[src/rtl/mem_rw0_driver.sv]
// Request-stream initiator for a single-port RW0 SRAM macro: optional post-reset zero-fill,
// credit-gated request acceptance and an in-order read-response FIFO.
module mem_rw0_driver #(
   parameter int unsigned ADDR_W        = 13,
   parameter int unsigned DATA_W        = 64,
   parameter int unsigned MASK_W        = DATA_W / 8,
   parameter int unsigned RESP_DEPTH    = 3,
   parameter bit          INIT_ON_RESET = 1'b1
) (
   input  logic              clock,
   input  logic              reset_n,
   input  logic              req_valid,
   output logic              req_ready,
   input  logic              req_write,
   input  logic [ADDR_W-1:0] req_addr,
   input  logic [DATA_W-1:0] req_wdata,
   input  logic [MASK_W-1:0] req_wmask,
   output logic              resp_valid,
   input  logic              resp_ready,
   output logic [DATA_W-1:0] resp_rdata,
   output logic              init_done,
   output logic              RW0_clk,
   output logic              RW0_en,
   output logic              RW0_wmode,
   output logic [ADDR_W-1:0] RW0_addr,
   output logic [DATA_W-1:0] RW0_wdata,
   output logic [MASK_W-1:0] RW0_wmask,
   input  logic [DATA_W-1:0] RW0_rdata
);

   localparam int unsigned PTR_W = (RESP_DEPTH > 1) ? $clog2(RESP_DEPTH) : 1;
   localparam int unsigned OCC_W = $clog2(RESP_DEPTH + 1);
   localparam logic [PTR_W-1:0]  PTR_LAST = PTR_W'(RESP_DEPTH - 1);
   localparam logic [OCC_W:0]    CREDITS  = (OCC_W + 1)'(RESP_DEPTH);
   localparam logic [ADDR_W-1:0] CNT_LAST = {ADDR_W{1'b1}};

   typedef enum logic [0:0] {ST_INIT = 1'b0, ST_RUN = 1'b1} state_t;
   localparam state_t RST_STATE = INIT_ON_RESET ? ST_INIT : ST_RUN;

   state_t             state_r, state_nxt_s;
   logic               sweep_go_r;
   logic [ADDR_W-1:0]  init_cnt_r;
   logic               init_done_r;
   logic               ready_r, ready_nxt_s;
   logic               inflight_r, inflight_nxt_s;
   logic [OCC_W-1:0]   occ_r, occ_nxt_s;
   logic [PTR_W-1:0]   wr_ptr_r, rd_ptr_r;
   logic [DATA_W-1:0]  fifo_mem_r [RESP_DEPTH];
   logic               rd_acc_s, push_s, pop_s;

   assign RW0_clk    = clock;
   assign req_ready  = ready_r;
   assign init_done  = init_done_r;
   assign resp_valid = (occ_r != {OCC_W{1'b0}});
   assign resp_rdata = fifo_mem_r[rd_ptr_r];

   // Next-state: the sweep ends on the cycle that writes the last address.
   always_comb begin
      state_nxt_s = state_r;
      case (state_r)
         ST_INIT: begin
            if (sweep_go_r && (init_cnt_r == CNT_LAST)) begin
               state_nxt_s = ST_RUN;
            end else begin
               state_nxt_s = ST_INIT;
            end
         end
         ST_RUN:  state_nxt_s = ST_RUN;
         default: state_nxt_s = RST_STATE;
      endcase
   end

   // Macro port drive; sweep_go_r keeps the port idle while reset is held.
   always_comb begin
      RW0_en    = 1'b0;
      RW0_wmode = 1'b0;
      RW0_addr  = {ADDR_W{1'b0}};
      RW0_wdata = {DATA_W{1'b0}};
      RW0_wmask = {MASK_W{1'b0}};
      case (state_r)
         ST_INIT: begin
            RW0_en    = sweep_go_r;
            RW0_wmode = 1'b1;
            RW0_addr  = init_cnt_r;
            RW0_wdata = {DATA_W{1'b0}};
            RW0_wmask = {MASK_W{1'b1}};
         end
         ST_RUN: begin
            RW0_en    = req_valid & ready_r;
            RW0_wmode = req_write;
            RW0_addr  = req_addr;
            RW0_wdata = req_wdata;
            RW0_wmask = req_wmask;
         end
         default: RW0_en = 1'b0;
      endcase
   end

   // Credit bookkeeping: occupancy plus the one possible in-flight read gate acceptance.
   always_comb begin
      rd_acc_s       = (state_r == ST_RUN) & RW0_en & ~req_write;
      push_s         = inflight_r;
      pop_s          = resp_valid & resp_ready;
      inflight_nxt_s = rd_acc_s;
      case ({push_s, pop_s})
         2'b10:   occ_nxt_s = occ_r + {{(OCC_W-1){1'b0}}, 1'b1};
         2'b01:   occ_nxt_s = occ_r - {{(OCC_W-1){1'b0}}, 1'b1};
         default: occ_nxt_s = occ_r;
      endcase
      if (state_nxt_s == ST_RUN) begin
         ready_nxt_s = (({1'b0, occ_nxt_s} + {{OCC_W{1'b0}}, inflight_nxt_s}) < CREDITS);
      end else begin
         ready_nxt_s = 1'b0;
      end
   end

   // Control state, sweep counter and sticky init flag.
   always_ff @(posedge clock or negedge reset_n) begin
      if (!reset_n) begin
         state_r     <= RST_STATE;
         sweep_go_r  <= 1'b0;
         init_cnt_r  <= {ADDR_W{1'b0}};
         init_done_r <= !INIT_ON_RESET;
         ready_r     <= 1'b0;
      end else begin
         state_r    <= state_nxt_s;
         sweep_go_r <= 1'b1;
         ready_r    <= ready_nxt_s;
         if ((state_r == ST_INIT) && sweep_go_r) begin
            init_cnt_r <= init_cnt_r + {{(ADDR_W-1){1'b0}}, 1'b1};
         end
         if (state_nxt_s == ST_RUN) begin
            init_done_r <= 1'b1;
         end
      end
   end

   // Response FIFO pointers, occupancy and in-flight flag.
   always_ff @(posedge clock or negedge reset_n) begin
      if (!reset_n) begin
         inflight_r <= 1'b0;
         occ_r      <= {OCC_W{1'b0}};
         wr_ptr_r   <= {PTR_W{1'b0}};
         rd_ptr_r   <= {PTR_W{1'b0}};
      end else begin
         inflight_r <= inflight_nxt_s;
         occ_r      <= occ_nxt_s;
         if (push_s) begin
            wr_ptr_r <= (wr_ptr_r == PTR_LAST) ? {PTR_W{1'b0}} : wr_ptr_r + {{(PTR_W-1){1'b0}}, 1'b1};
         end
         if (pop_s) begin
            rd_ptr_r <= (rd_ptr_r == PTR_LAST) ? {PTR_W{1'b0}} : rd_ptr_r + {{(PTR_W-1){1'b0}}, 1'b1};
         end
      end
   end

   // FIFO storage captures macro read data the cycle after the read edge.
   always_ff @(posedge clock) begin
      if (push_s) begin
         fifo_mem_r[wr_ptr_r] <= RW0_rdata;
      end
   end

endmodule

[config.mk]
export PLATFORM = sky130hd
export DESIGN_NAME = mem_rw0_driver
export DESIGN_NICKNAME = d
export VERILOG_FILES = /design/src/rtl/mem_rw0_driver.sv
export SDC_FILE = /design/constraint.sdc
export NUM_CORES = 1
export LEC_CHECK = 0
export ABC_AREA = 0
export BUFFER_PORTS_ARGS = -buffer_cell sky130_fd_sc_hd__buf_2
export CORE_MARGIN = 2
export CORE_UTILIZATION = 36
export DETAILED_ROUTE_END_ITERATION = 7
export GPL_ROUTABILITY_DRIVEN = 0
export SLEW_MARGIN = 10
export SYNTH_ARGS = -nofsm -noshare
export SYNTH_HDL_FRONTEND = slang
export SYNTH_SLANG_ARGS = --single-unit
[constraint.sdc]
create_clock -name clock -period 15.8 [get_ports clock]
set_input_delay 2.37 -clock clock [delete_from_list [all_inputs] [get_ports clock]]
set_output_delay 2.37 -clock clock [all_outputs]
set_load 0.02 [all_outputs]
After elaboration in Yosys (flattened, before gate mapping)
Memory sizes are Yosys's and may differ from the RTL's.
Cells that the tools add are included.
{ "totals": {"register_bits": 24, "latch_bits": 0, "mem_bits_rw": 192, "romBits": 0, "output_inout_bits": 155, "memories": 1} }
{ "mem_list": {"columns": ["name", "words", "width", "read_ports", "rd_clocked_by_memory_dff", "wr", "line", "source"], "rows": [
  ["fifo_mem_r", 3, 64, 1, 0, 1, "48", "logic [DATA_W-1:0] fifo_mem_r [RESP_DEPTH];"]
]} }
{ "op_classes": {"n_addsub": 6, "n_mul": 0, "div_mod_pow": 0, "magnitude_cmp": 1, "n_eq_ne": 5, "shifts": 0, "muxes": 13, "bitwise": 6, "n_reduce_logical": 3} }
{ "op_table": {"columns": ["operator", "n"], "rows": [
  ["$pmux 64 s2", 1],
  ["$pmux 13 s2", 1],
  ["$pmux 8 s2", 1],
  ["$add 13x1->13 const B", 1],
  ["$eq 13x13->1 const B", 1],
  ["$add 2x1->2 const B", 3],
  ["$eq 2x2->1 const B", 3],
  ["$pmux 1 s2", 3],
  ["$and 1x1->1", 4],
  ["$mux 1", 4],
  ["$mux 2", 2],
  ["$pmux 2 s2", 1],
  ["$add 2x1->3", 1],
  ["$lt 3x2->1 const B", 1],
  ["$eq 2x1->1 const B", 1],
  ["$logic_and 1x1->1", 2],
  ["$not 1->1", 2],
  ["$reduce_bool 2->1", 1],
  ["$sub 2x1->2 const B", 1]
]} }

Logic depth before layout (Yosys ltp)
{ "depth": {"depth_word": 7, "ltp_mapped": 8, "mapped_depth_nobuf": 8} }

==> qor.yml <==
drv_cap: 0
grt_max_degree: 95
ys.flop_type: "edfxtp_1"
gr-usage-all-layers_pct: 17.0
ys_seq_area_share_pct: 72.0
synth_edf_count: 192
via_per_inst: 4.62
hpwl_um: 15600
layout-drive-gt1-share_pct: 40.5
critPathMaxStageDelay_ns: 0.15
drt_pass1_iterations: 4
synth_nets: 757
critPathMaxFanout: 2
row_count: 57
coreArea_um2: 24200
slew_viol_final: 0
ant_nets: 0
die_w_um: 161
required_ns: 13.43
port-buffer-count: 308
yosys.area.top_type: "edfxtp_1"
peakVddDrop_v: 0.0000624
nets: 1069
syn_inst: 599
synth_seq_cells: 216
diodes: 0
place_area_um2: 10700
cts_setup_buffers: 0
grt_pass1_vias: 5720
setup_tns_ns: 0
cts_tree: "done"
setup_viol: 0
finalClockSkew_ns: 0.00856
power_per_cell_area_nw_per_um2: 141
netlist_top_cells_count: "edfxtp_1, nand2_1, o21ai_0"
yosysMostFrequentCell: "edfxtp_1"
multi_input_area_um2: 2300
pin_count: 309
avgSynthCellArea_um2: 14.8
first_iter_violations: 330
n_fill_cell: 2189
path_common_cell: "clkbuf_16"
cellLeakagePower_nw: 4.76
syn_area_um2: 8840
antenna_found_initial: 2
grt_setup_unrepaired: "false"
drcViolationCount: 0
die_area_um2: 25800
ctsHoldBuffers: 0
reg2reg_depth: 7
pre_cts_slack_ns: 5.39
synth_area_leaders: "edfxtp_1, mux2i_1, dfrtp_1"
cts_resized: 0
grt-ovfl-total: 0
status: "finished clean"
worst_slew_pin_slew_ns: 0.776
cp-start-kind: "clock port"
synth.distinct_cells: 34
min_path_type: "reg -> reg"
path_cells: "clkbuf_16 -> clkbuf_16 -> buf_2"
insertion_delay_ns: 0.61
die_y_um: 161
slew_headroom_pct: 48.3
area_growth_pct: 29.9
cts.clk_slew.worst_paths_ns: 0.06
ys_warn_count: 0
async_flop_share_pct: 11.1
crit_path_top_delay_cell: "buf_2"
initial_core_util_pct: 36.5
synth_top_area_share_pct: 65.2
totalWireLength_um: 22400
whs_path_depth: 1
fin_ws_ns: 5.13
hold_viol: 0
wl_per_cell_um: 17.9
end_kind: "primary output"
fin_area_um2: 11500
crit_type: "clk -> out"
critPathArrivalTime_ns: 8.30
vias: 5772
ff_latch_area_um2: 6370
grt_pass1_wl_um: 32800
-- metrics by stage --
step	instances	utilization [%]	total power, mW	hold WS [ns]
finish	1250	47.3	1.62	0.462
global route	1250	47.3	1.71	0.518
CTS	1250	47.3	1.65	0.467
detailed placement	1206	44.1	1.12	0.450
global placement	1206	44.1	1.12	0.447
floorplan	599	-	0.976	0.452
-- logic make-up (layout without fill, tap and decap cells) --
kind of cell	after synthesis	after routing	synth area share, %
flip-flops	216	216	72.0
AND/OR/NAND/NOR	174	174	10.6
adder cells (fa/ha/maj)	4	4	0.566
XOR/XNOR	15	15	1.49
AO/OA/AOI/OAI	74	74	4.37
multiplexers	76	76	8.78
other	1	1	0.0424
buffers and inverters	39	366	2.15
-- flip-flops by register name (all words and copies together), names as in the netlist --
name / cells
fifo_mem_r: 192
init_cnt_r: 13
occ_r: 2
rd_ptr_r: 2
wr_ptr_r: 2
inflight_r: 1
init_done: 1
req_ready: 1
state_r: 1
sweep_go_r: 1
-- path summary, 6_finish.rpt --
kind	startpoint	end	slack (ns)
max	clock	RW0_clk	5.13
min	init_done	init_done	0.46
max reg2reg	occ_r[0]	req_ready	13.58
min reg2reg	init_done	init_done	0.46
max in group asynchronous	reset_n	rd_ptr_r[0]	13.66
min in group asynchronous	reset_n	init_done	1.74
-- critical path: cells and delay by family --
family                 cells  cell delay [ns]
buffers and inverters      3             0.40
-- report_power, final --
| group | switching [mW] | total (mW) | leakage, nW | internal, mW |
|---|---|---|---|---|
| Clock | 0.211 | 0.532 | 0.378 | 0.321 |
| Combinational | 0.253 | 0.410 | 2.35 | 0.156 |
| Sequential | 0.0456 | 0.682 | 2.03 | 0.637 |
-- area by class of cell --
class	count	share of cell area, %
Timing Repair Buffer	315	13.9
Multi-Input combinational cell	344	20.0
Tap cell	324	3.53
Clock inverter	10	0.436
Clock buffer	35	6.34
Inverter	6	0.196
Sequential cell	216	55.5
-- metal layers --
metal	wire length (um)	vias up	global-route usage (%)
met2	11800	238	31.2
met5	27	-	0
li1	-	2792	-
met1	8230	2700	18.8
met3	1900	38	5.58
met4	430	4	5.07
-- cells in the final DEF (no fill, tap or decap), types with 2 or more instances in the layout --
cell type   synthesis  final
a21o_1              3      3
and2_1             64     64
and4_1              2      2
buf_2               8    308
buf_4               1      8
clkbuf_1           20      6
clkbuf_16           0     28
clkinv_1            0      4
clkinv_2            0      4
clkinvlp_4          0      2
dfrtp_1            24     21
dfrtp_4             0      2
edfxtp_1          192    192
ha_1                4      4
inv_1               6      6
mux2_2             12     12
mux2i_1            64     64
nand2_1            73     73
nand2b_1           11     11
nand4_1             3      3
nor2_1              5      4
nor3_1              5      4
nor4_2              3      3
o21ai_0            68     68
xnor2_1             6      6
xor2_1              9      9
Note: power is estimated with default switching activity, not from simulation.
